## config.mk

```make
export PLATFORM = sky130hd
export DESIGN_NAME = dac_reg_spi_arbiter
export DESIGN_NICKNAME = d
export VERILOG_FILES = /design/src/rtl/dac_reg_spi_arbiter.sv
export SDC_FILE = /design/constraint.sdc
export NUM_CORES = 1
export LEC_CHECK = 0
export CELL_PAD_IN_SITES_DETAIL_PLACEMENT = 1
export CELL_PAD_IN_SITES_GLOBAL_PLACEMENT = 1
export CORE_MARGIN = 2
export CORE_UTILIZATION = 34
export DETAILED_ROUTE_END_ITERATION = 8
export PLACE_DENSITY = 0.87
export SYNTH_ARGS = -nofsm -noshare
export SYNTH_HDL_FRONTEND = slang
export SYNTH_SLANG_ARGS = --single-unit
```

## constraint.sdc

```tcl
create_clock -name clk -period 2.4 [get_ports clk]
set_input_delay 0.48 -clock clk [delete_from_list [all_inputs] [get_ports clk]]
set_output_delay 0.48 -clock clk [all_outputs]
set_load 0.03 [all_outputs]
```

## src/rtl/dac_reg_spi_arbiter.sv

```systemverilog
// dac_reg_spi_arbiter
// Shares one SPI master between DAC sample traffic (sine generator) and
// configuration writes to the diapason/key shift register. Owns the
// active-low chip-select pair, enforces CS setup/hold/gap timing and issues
// exactly one spi_start per granted transfer.
//
// Ports:
//   clk, rst        : clock, synchronous active-high reset
//   sample_valid/sample_data : one-cycle DAC sample strobe and word
//   sample_overrun  : pulse, buffered sample overwritten before it was sent
//   reg_req/reg_data: level config request (held until reg_ack) and word
//   reg_ack         : pulse as CS returns to NONE after a REG transfer
//   spi_start/spi_data : start pulse and word towards spi_master
//   spi_busy/spi_done  : spi_master status and completion pulse
//   cs_dac_reg      : 2'b11 NONE, 2'b01 DAC, 2'b10 REG
//   arb_busy        : high whenever the FSM is not IDLE
//   timeout_err     : pulse, spi_done not seen within TIMEOUT cycles
module dac_reg_spi_arbiter #(
   parameter int DATA_WIDTH = 8,
   parameter int CS_SETUP   = 2,
   parameter int CS_HOLD    = 1,
   parameter int CS_GAP     = 1,
   parameter int TIMEOUT    = 255
) (
   input  logic                  clk,
   input  logic                  rst,
   input  logic                  sample_valid,
   input  logic [DATA_WIDTH-1:0] sample_data,
   output logic                  sample_overrun,
   input  logic                  reg_req,
   input  logic [DATA_WIDTH-1:0] reg_data,
   output logic                  reg_ack,
   output logic                  spi_start,
   output logic [DATA_WIDTH-1:0] spi_data,
   input  logic                  spi_busy,
   input  logic                  spi_done,
   output logic [1:0]            cs_dac_reg,
   output logic                  arb_busy,
   output logic                  timeout_err
);

   localparam logic [1:0] CS_NONE = 2'b11;
   localparam logic [1:0] CS_DAC  = 2'b01;
   localparam logic [1:0] CS_REG  = 2'b10;

   localparam logic [7:0] SETUP_LD     = 8'(CS_SETUP - 1);
   localparam logic [7:0] HOLD_LD      = 8'(CS_HOLD - 1);
   localparam logic [7:0] GAP_LD       = 8'(CS_GAP - 1);
   localparam logic [7:0] TIMEOUT_LAST = 8'(TIMEOUT - 1);

   typedef enum logic [2:0] {
      S_IDLE  = 3'd0,
      S_SETUP = 3'd1,
      S_START = 3'd2,
      S_WAIT  = 3'd3,
      S_HOLD  = 3'd4,
      S_GAP   = 3'd5
   } state_t;

   state_t                state_q, state_d;
   logic [7:0]            cnt_q, cnt_d;
   logic [1:0]            cs_q, cs_d;
   logic                  spi_start_q, spi_start_d;
   logic [DATA_WIDTH-1:0] spi_data_q, spi_data_d;
   logic                  reg_ack_q, reg_ack_d;
   logic                  timeout_q, timeout_d;
   logic                  is_reg_q, is_reg_d;
   logic                  arb_busy_q, arb_busy_d;
   logic [DATA_WIDTH-1:0] sbuf_q, sbuf_d;
   logic                  pend_q, pend_d;
   logic                  overrun_q, overrun_d;
   logic                  grant_smp_s;

   // The buffered sample is granted whenever the arbiter is idle and a word is pending.
   assign grant_smp_s = (state_q == S_IDLE) && pend_q;

   // Single-entry sample buffer with overwrite detection.
   always_comb begin
      sbuf_d    = sbuf_q;
      pend_d    = pend_q;
      overrun_d = 1'b0;
      if (sample_valid) begin
         // A capture in the grant cycle refills the buffer; the granted word is the old one.
         sbuf_d    = sample_data;
         pend_d    = 1'b1;
         overrun_d = pend_q & ~grant_smp_s;
      end else if (grant_smp_s) begin
         pend_d = 1'b0;
      end else begin
         pend_d = pend_q;
      end
   end

   // Arbitration and CS/SPI sequencing: next state and registered outputs.
   always_comb begin
      state_d     = state_q;
      cnt_d       = cnt_q;
      cs_d        = cs_q;
      spi_start_d = 1'b0;
      spi_data_d  = spi_data_q;
      reg_ack_d   = 1'b0;
      timeout_d   = 1'b0;
      is_reg_d    = is_reg_q;
      case (state_q)
         S_IDLE: begin
            if (pend_q) begin
               state_d    = S_SETUP;
               cs_d       = CS_DAC;
               cnt_d      = SETUP_LD;
               spi_data_d = sbuf_q;
               is_reg_d   = 1'b0;
            end else if (reg_req && !sample_valid) begin
               // A sample arriving this cycle still wins: defer the register write.
               state_d    = S_SETUP;
               cs_d       = CS_REG;
               cnt_d      = SETUP_LD;
               spi_data_d = reg_data;
               is_reg_d   = 1'b1;
            end else begin
               state_d = S_IDLE;
            end
         end
         S_SETUP: begin
            // The start is issued on the edge leaving the last setup cycle so CS
            // leads spi_start by exactly CS_SETUP cycles.
            if (cnt_q != 8'd0) begin
               cnt_d = cnt_q - 8'd1;
            end else if (!spi_busy) begin
               spi_start_d = 1'b1;
               cnt_d       = 8'd0;
               state_d     = S_WAIT;
            end else begin
               state_d = S_START;
            end
         end
         S_START: begin
            if (!spi_busy) begin
               spi_start_d = 1'b1;
               cnt_d       = 8'd0;
               state_d     = S_WAIT;
            end else begin
               state_d = S_START;
            end
         end
         S_WAIT: begin
            // cnt_q holds the number of cycles elapsed since the start pulse.
            if (spi_done) begin
               state_d = S_HOLD;
               cnt_d   = HOLD_LD;
            end else if (cnt_q >= TIMEOUT_LAST) begin
               timeout_d = 1'b1;
               state_d   = S_HOLD;
               cnt_d     = HOLD_LD;
            end else begin
               cnt_d = cnt_q + 8'd1;
            end
         end
         S_HOLD: begin
            if (cnt_q != 8'd0) begin
               cnt_d = cnt_q - 8'd1;
            end else begin
               state_d   = S_GAP;
               cs_d      = CS_NONE;
               cnt_d     = GAP_LD;
               reg_ack_d = is_reg_q;
            end
         end
         S_GAP: begin
            if (cnt_q != 8'd0) begin
               cnt_d = cnt_q - 8'd1;
            end else begin
               state_d = S_IDLE;
            end
         end
         default: begin
            state_d = S_IDLE;
            cs_d    = CS_NONE;
            cnt_d   = 8'd0;
         end
      endcase
   end

   assign arb_busy_d = (state_d != S_IDLE);

   // State and output registers with synchronous reset.
   always_ff @(posedge clk) begin
      if (rst) begin
         state_q     <= S_IDLE;
         cnt_q       <= 8'd0;
         cs_q        <= CS_NONE;
         spi_start_q <= 1'b0;
         spi_data_q  <= '0;
         reg_ack_q   <= 1'b0;
         timeout_q   <= 1'b0;
         is_reg_q    <= 1'b0;
         arb_busy_q  <= 1'b0;
         sbuf_q      <= '0;
         pend_q      <= 1'b0;
         overrun_q   <= 1'b0;
      end else begin
         state_q     <= state_d;
         cnt_q       <= cnt_d;
         cs_q        <= cs_d;
         spi_start_q <= spi_start_d;
         spi_data_q  <= spi_data_d;
         reg_ack_q   <= reg_ack_d;
         timeout_q   <= timeout_d;
         is_reg_q    <= is_reg_d;
         arb_busy_q  <= arb_busy_d;
         sbuf_q      <= sbuf_d;
         pend_q      <= pend_d;
         overrun_q   <= overrun_d;
      end
   end

   assign sample_overrun = overrun_q;
   assign reg_ack        = reg_ack_q;
   assign spi_start      = spi_start_q;
   assign spi_data       = spi_data_q;
   assign cs_dac_reg     = cs_q;
   assign arb_busy       = arb_busy_q;
   assign timeout_err    = timeout_q;

endmodule

```

; ---- Word-level counts from Yosys, hierarchy flattened
; Cells that the tools add are included.
[totals]
register_bits = 36
input_bits = 22
output_inout_bits = 15
[classes]
n_addsub = 2
order_cmp = 1
eq_ne = 8
n_mux = 32
bitwise_logic = 6
n_reduce_logical = 15
[ops]
columns = operator, n
row1 = two-way mux 8 bit, 10
row2 = one-hot mux 8 bit (6 select lines), 1
row3 = one-hot mux 3 bit (6 select lines), 1
row4 = two-way mux 3 bit, 5
row5 = two-way mux 1 bit, 10
row6 = adder 8 x 1 -> 8 bit (second input constant), 1
row7 = greater-or-equal comparator 8 bit (second input constant), 1
row8 = nonzero test 8 bit, 1
row9 = subtractor 8 x 1 -> 8 bit (second input constant), 1
row10 = == test 3 x 2 -> 1 bit (second input constant), 2
row11 = == test 3 bit (second input constant), 2
row12 = two-way mux 2 bit, 3
row13 = one-hot mux 2 bit (3 select lines), 1
row14 = OR reduction 3 bit, 2
row15 = NOT 1 bit, 5
row16 = inequality test 2 bit (second input constant), 2
row17 = AND reduction 2 bit, 2
row18 = nonzero test 2 bit, 2
row19 = OR reduction 4 bit, 1
row20 = == test 3 x 1 -> 1 bit (second input constant), 1
row21 = zero test 3 bit, 1
row22 = inequality test 3 x 2 -> 1 bit (second input constant), 1
row23 = AND reduction 3 bit, 1
row24 = nonzero test 3 bit, 1
row25 = other kinds (5), 6

; ---- Logic depth before layout (Yosys ltp)
[logic_depth]
depth_word = 6
depth_mapped = 9
depth_no_buf = 8

; ---- Worst setup path after synthesis
; OpenSTA, ideal clock, no wires.
[synth_timing]
path_kind = flip-flop to flip-flop
start = register cnt_q[0]
end = register cnt_q[6]
setup_ps = 133
t_arrival_ps = 2179
required_ps = 2267
path_slack_ps = 88
stages_incl_launch_ff = 10
path_buffers = 1
period_less_slack_ps = 2312
path_cell_list = dfxtp_1 -> inv_1 -> ha_1 -> or4b_4 -> a2111oi_0 -> or3_1 -> clkbuf_2 -> nor3_1 -> nor4_1 -> a311oi_1
[synth_between]
elab_chain_cells = 4
[synth_lines]
columns = item, line
row1 = start: declaration, 61  ; logic [7:0] cnt_q, cnt_d;
row2 = start signal: assignment, 202  ; cnt_q <= cnt_d;
row3 = adder 8 x 1 -> 8 bit / greater-or-equal comparator 8 bit (equally long branches), "155, 150"
row4 = two-way mux 8 bit, 150  ; end else if (cnt_q >= TIMEOUT_LAST) begin
row5 = two-way mux 8 bit, 147  ; if (spi_done) begin
row6 = one-hot mux 8 bit (6 select lines), 104  ; case (state_q)
; Parallel ways exist; a longest one is shown, timed or not. The select of a mux whose other input is x is not followed.
; A chain may end at the register's enable or synchronous reset.

; ---- Final worst setup path
[layout_timing]
start = register cnt_q[1]
end = register cnt_q[0]
[layout_between]
elab_chain_cells = 4
[layout_lines]
columns = item, line
row1 = greater-or-equal comparator 8 bit, 150
row2 = two-way mux 8 bit, 150
row3 = two-way mux 8 bit, 147
row4 = one-hot mux 8 bit (6 select lines), 104
; Parallel ways exist; a longest one is shown, timed or not.

==> results.yml <==
global_routing:
  antenna_found_initial: 0
  grt_pass1_vias: 2092
  grt_start_max_net_pins: 16
  grt_pass1_wl_um: 10250
  grt_remaining_overflow: 0
  grt_usage: 0.2117
sta:
  slew_viol_final: 0
  finalCritPeriodShare: 0.9722
  fin_tns_setup_ns: 0
  max_freq_mhz: 428.6
  relSlewSlack: 0.5921
  hold_viol: 0
  tightest_slew_ns: 0.6110
  fin_worst_skew_ns: 0.007502
  fin_crit_ns: 2.333
  finalSetupViolations: 0
  rsz0062_at_grt: "no"
route:
  via_count: 2013
  vias_per_cell: 5.654
  drtPass1Iterations: 5
  drt_drc_violations_left: 0
  avgRoutedWirePerCell_um: 18.15
  ant_nets: 0
  first_iter_violations: 168
  wl_um: 6463
finish:
  syn_to_final_growth_pct: 38.26
  drive_gt1_frac: 0.1972
  layout.nets: 309
  diodes: 0
  final_cell_area_mm2: 0.002645
synthesis:
  synthDistinctLibCells: 42
  syn_nets: 257
  synth.area.top_cells: "dfxtp_1 38%, mux2i_1 9.4%, nor2_1 6.7%, a211oi_1 5.1%, a21oi_1 3.4%"
  ys_warn_count: 0
  yosysTopAreaCellShare: 0.3767
  syn_inst: 232
  syn_area_mm2: 0.001913
  synth_area_leader_cell: "dfxtp_1"
  ys.flop_type: "dfxtp_1"
  synth_edf_count: 0
  syn_area_per_cell_um2: 8.246
  yosys-top-cells-count: "36 x dfxtp_1, 34 x nor2_1, 18 x mux2i_1, 15 x clkbuf_1"
  synth.most_common_cell: "dfxtp_1"
  postSynth.asyncResetShare: 0
  ys_seq_area_frac: 0.3767
  synth-seq-cells: 36
outcome:
  status: "complete, no violations"
placement:
  dpl_cell_area_mm2: 0.002416
  hpwl_um: 4423
  numPortBuffers: 36
  gp_congestion: 0.9339
cts:
  root_buffer: "clkbuf_8"
  cts.htree.levels: 2
  cts-buffers-inserted: 5
  cts_hold_buf: 0
  cts_buffer_depth: 2
  clk_latency_ns: 0.30
  cts.clk_slew.worst_paths_ns: 0.07
  cts.sink_count: 36
  cts_tree: "yes"
critical_path:
  r2r_cells: 8
  reg2reg_from: "cnt_q[1]$_SDFFE_PP0P_"
  r2r_end: "cnt_q[0]$_SDFFE_PP0P_"
  critical_path_class: "register to register"
  reg2reg_slack_ns: 0.07
  cp-start-kind: "register"
  cp-end-kind: "register"
  cp.arrival_ns: 2.55
  path_max_fanout: 6
  cp.required_ns: 2.61
floorplan:
  initial_utilization: 0.3496
  fp.dieArea_mm2: 0.006243
  die-width_um: 79.01
  fp.dieH_um: 79.01
  design.core.area_mm2: 0.005473
  rows: 27
  pin_count: 37
min_path:
  min-delay-start: "cs_dac_reg[0]$_SDFFE_PP1P_"
  whs_endpoint: "cs_dac_reg[0]$_SDFFE_PP1P_"
  hold_depth: 1
  hold_path_class: "register to register"
power:
  cellPowerDensity_mw_per_mm2: 1127
  total_power_uw: 2980
  ir_drop_v: 0.0005667
  p_leak_uw: 0.0009852
flow_run:
  cap_violations: 0
==> critical path: stages (launching register included) <==
cell      delay (ns)
dfxtp_2         0.33
inv_2           0.08
ha_4            0.14
or4b_4          0.47
or4_4           0.55
o22ai_4         0.18
a21oi_2         0.13
nand2b_1        0.19
a31oi_1         0.18
==> repair_timing <==
item	CTS	global route
pin swaps	4	7
hold endpoints to repair	0	0
endpoints found under the setup margin	6	8
resized for setup	10	8
setup buffers	6	4
==> cells by family after synthesis <==
group / synth area share
flops: 0.3767
compound gates: 0.2263
buf+inv: 0.06082
simple gates: 0.2224
fa+ha+maj: 0.01962
mux: 0.09418
==> area by class of cell <==
type | instances | area [um^2]
clock buffers | 5 | 68.82
clock inverters | 2 | 12.51
fillers | 664 | 2828
inverters | 9 | 33.78
multi-input cells | 168 | 1142
flip-flops and latches | 36 | 723.2
well taps | 72 | 90.09
repair buffers | 64 | 574.3
==> layer usage <==
| metal | share of wire | global-route usage | wire, um | vias to the layer above |
|---|---|---|---|---|
| met4 | 0.030 | 0.09655 | 196 | 0 |
| met1 | 0.41 | 0.2349 | 2638 | 986 |
| li1 | - | - | - | 939 |
| met3 | 0.052 | 0.04091 | 336 | 20 |
| met2 | 0.51 | 0.3873 | 3291 | 68 |
| met5 | 0 | 0 | 0 | - |
==> stage by stage <==
| stage | hold WS, ns | setup WS (ns) | utilization | std cells |
|---|---|---|---|---|
| after CTS | 0.4753 | 0.01743 | 0.4717 | 352 |
| after detailed placement | 0.4566 | -0.06289 | 0.4415 | 339 |
| after floorplan | 0.4296 | 0.08783 | - | 232 |
| after global placement | 0.4439 | 0.03555 | 0.4415 | 339 |
| final | 0.4737 | 0.06668 | 0.4833 | 356 |
| after global routing | 0.4913 | 0.01187 | 0.4833 | 356 |
==> placed cells by master, fill, tap and decap left out, drive strengths merged, types with 2 or more instances in the layout <==
cell type and count:
clkbuf 5, a221oi 2, a211oi 13, nor4 2, or3 2, nor2 34, a311oi 2, nand3 7
nand4 5, o22ai 2, a21oi 14, ha 3, clkdlybuf4s50 36, buf 28, o21a 3, dfxtp 36
nor3 7, a211o 2, inv 9, o31ai 4, o21ai 6, mux2i 18, nand2b 7, a31oi 6
nand2 13, or2 3
==> report_power, final <==
| group | total, uW | internal (uW) | leakage (uW) | switching, uW |
|---|---|---|---|---|
| sequential | 868 | 729 | 0.000296 | 139 |
| combinational | 1680 | 764 | 0.000649 | 916 |
| clock | 433 | 197 | 0.0000400 | 236 |
| total | 2980 | 1690 | 0.000985 | 1290 |
==> worst max path at each step <==
stage,slack [ns],start,to,depth (start not counted)
floorplan,0.09,cnt_q[0]$_SDFFE_PP0P_,cnt_q[6]$_SDFFE_PP0P_,9
global placement,0.04,cnt_q[0]$_SDFFE_PP0P_,cnt_q[6]$_SDFFE_PP0P_,8
detailed placement,-0.06,cnt_q[0]$_SDFFE_PP0P_,cnt_q[6]$_SDFFE_PP0P_,8
CTS,0.02,cnt_q[1]$_SDFFE_PP0P_,cnt_q[2]$_SDFFE_PP0P_,9
global route,0.01,cnt_q[1]$_SDFFE_PP0P_,cnt_q[6]$_SDFFE_PP0P_,10
finish,0.07,cnt_q[1]$_SDFFE_PP0P_,cnt_q[0]$_SDFFE_PP0P_,8
No activity file was read; power rests on OpenSTA's default activity.
==> RTL edit: new RTL, same settings <==
`DATA_WIDTH`: 8 -> 6.
--- a/src/rtl/dac_reg_spi_arbiter.sv
+++ b/src/rtl/dac_reg_spi_arbiter.sv
@@ -17,5 +17,5 @@
 //   timeout_err     : pulse, spi_done not seen within TIMEOUT cycles
 module dac_reg_spi_arbiter #(
-   parameter int DATA_WIDTH = 8,
+   parameter int DATA_WIDTH = 6,
    parameter int CS_SETUP   = 2,
    parameter int CS_HOLD    = 1,
Ports: changed (resized reg_data, sample_data and spi_data); port bits go from 37 to 31. The function was not compared with the original's and may differ.
==> RTL edit against the unedited design <==
Synthesized cell count is 7.3% lower. Total power is 8.9% lower. Routed wire length shrank 12%. Design area shrank 10%. Sequential power decreased by 8.6%. Setup slack gained 0.024 ns. Utilization decreased by 1.8 points. Sequential cell count shrank 4. Synthesized area down 6.1%. Count of clock-buffer cells in the layout unchanged. Clock power is 2% higher. Largest cell class unchanged.
==> RTL edit: results (changes against the unedited design) <==
- The startpoint of the tightest hold check path was is_reg_q (was cs_dac_reg[0]).
- The wire length of the first global-routing pass came to 9560 um (was 10,300 um).
- The proportion of synthesized chip area in sequential cells is 35.7% (was 37.7%).
- The number of distinct library cells after synthesis came to 51 (was 42).
- The remaining global-route overflow came to 0 (unchanged).
- The number of fillers in the final layout is 627 (was 664).
- The final sum of negative setup slack was 0 ns (unchanged).
- The placed wire-length estimate after detailed placement is 4160 um (was 4420 um).
- The path category of the worst min-delay check is register to register (unchanged).
- The final cell count without fillers is 330 (was 356).
- List of most frequent post-synthesis cells: dfxtp_1 (32), nor2_1 (27), a21oi_1 (16) (was dfxtp_1 (36), nor2_1 (34), mux2i_1 (18)).
- The transition at the pin with the smallest max-transition slack is 0.558 ns (was 0.611 ns).
- More flip-flops sit in one register than any other, and that register is cnt_q.
- The final max-slew violation count is 0 (unchanged).
- The worst slack at placement is 0.0222 ns (was -0.0629 ns).
- The clock-pin slew reported for the worst setup and hold paths after clock tree synthesis is 0.08 ns.
- The maximum clock path buffer count came to 2 (unchanged).
- Result of the run: finished, final reports clean (unchanged).
- Synth top area cells: dfxtp_1 (36%), mux2i_1 (7.2%), nor2_1 (5.6%) (was dfxtp_1 (38%), mux2i_1 (9.4%), nor2_1 (6.7%)).
- The iteration-0 DRC count of the detailed router is 128 (was 168).
- The routability congestion estimate from global placement is 0.909 (was 0.934).
- The post-synthesis async set-or-reset flop share is 0% (unchanged).
- The first-pass iteration count of the detailed router is 4 (was 5).
- The top fanout value on the critical path was 5 (was 6).
- The number of vias per cell after detailed routing is 5.64 (was 5.65).
- The register with the most flip-flops in the layout has 8 of them.
- The maximum vdd drop is 493 uV (was 567 uV).
- The number of placed cells counting well taps was 322 (was 339).
- The slowest cell on the critical path is o41ai_2 (was or4_4).
- The initial antenna violation count came to 0 (unchanged).
- The pin count of the biggest net entering global routing is 22 (was 16).
- The fraction of final layout cells with drive strength greater than 1 came to 16.2% (was 19.7%).
- The worst setup path startpoint was cnt_q[0] (was cnt_q[1]).
- The post-synthesis cell count is 215 (was 232).
- The routed length per instance is 17.3 um (was 18.2 um).
- The overall global routing resource usage is 20.3% (was 21.2%).
- The total of warnings raised by yosys is 0 (unchanged).
- The worst-case clock skew came to 0.00838 ns (was 0.00750 ns).
- The total CTS buffers is 5 (unchanged).
- The count of H-tree levels built during CTS is 2 (unchanged).
- The leakage power summed over all cells came to 0.906 nW (was 0.985 nW).
- The quantity of I/O buffers inserted on ports was 30 (was 36).
- The layout net count is 280 (was 309).
- The net count after synthesis is 236 (was 257).
- The antenna diode count was 0 (unchanged).
- The clock root buffer is clkbuf_8 (unchanged).
- The source-to-sink clock delay at the later pin of the worst-skew pair is 0.29 ns.
- The via count of the first global-routing pass is 1,945 (was 2,092).
- The family of cells with the greatest summed delay on the critical path is compound AO/OA/AOI/OAI gates (was simple AND/OR/NAND/NOR gates).
- The critical path data arrival time is 2.48 ns (was 2.55 ns).
- The critical path's largest stage delay is 0.47 ns (was 0.55 ns).
## RTL edit: cell types whose count changed after synthesis, sizes merged, moves of 4 or more
cell | before | now
nand4 | 5 | 1
a211oi | 13 | 9
o211ai | 0 | 6
dfxtp | 36 | 32
mux2i | 18 | 13
nor2 | 34 | 27
nand2b | 7 | 2
clkbuf | 17 | 11
nand2 | 13 | 8
and3 | 0 | 4
## RTL edit: metal layers
metal	routed length [um]	GRT usage (%)
met1	2480	24.5
met2	2880	35.1
met3	240	4.82
met4	99	7.09
met5	0	0
## RTL edit: worst paths after layout
path,to,cells after the start,slack (ns)
max reg2reg,cnt_q[3],8,0.09
min,reg_ack,1,0.49
min reg2reg,reg_ack,1,0.49
max,cnt_q[3],8,0.09
## RTL edit: power breakdown
part	switching [mW]	total, mW	internal [mW]
logic	0.856	1.48	0.625
clock network	0.237	0.442	0.205
registers	0.136	0.793	0.657
## RTL edit: cell type report
cell class                 instances  area share, %
clock buffer                       5           2.89
tap                               70           3.68
timing repair buffer              50           18.9
inverter                          11           1.74
multi-input combinational        159           44.8
sequential                        32           26.9
clock inverter                     3          0.999
## RTL edit: logic make-up after synthesis
group                      synth area share, %
AOI/OAI and AO/OA                         25.6
DFF                                       35.7
adders and majority gates                 2.09
and+or+nand+nor                           23.5
muxes                                     7.25
buffers and inverters                     5.85
## RTL edit: what timing repair did
item | CTS | global route
setup endpoints to repair | 0 | 6
resized for setup | 0 | 4
buffers inserted | 0 | 0
## RTL edit: metrics by stage
stage / instance area, sq um / utilization [%]
detailed placement: 2270 / 44.4
global route: 2380 / 46.6
global placement: 2270 / 44.4
floorplan: 1800 / -
CTS: 2360 / 46.3
finish: 2380 / 46.6
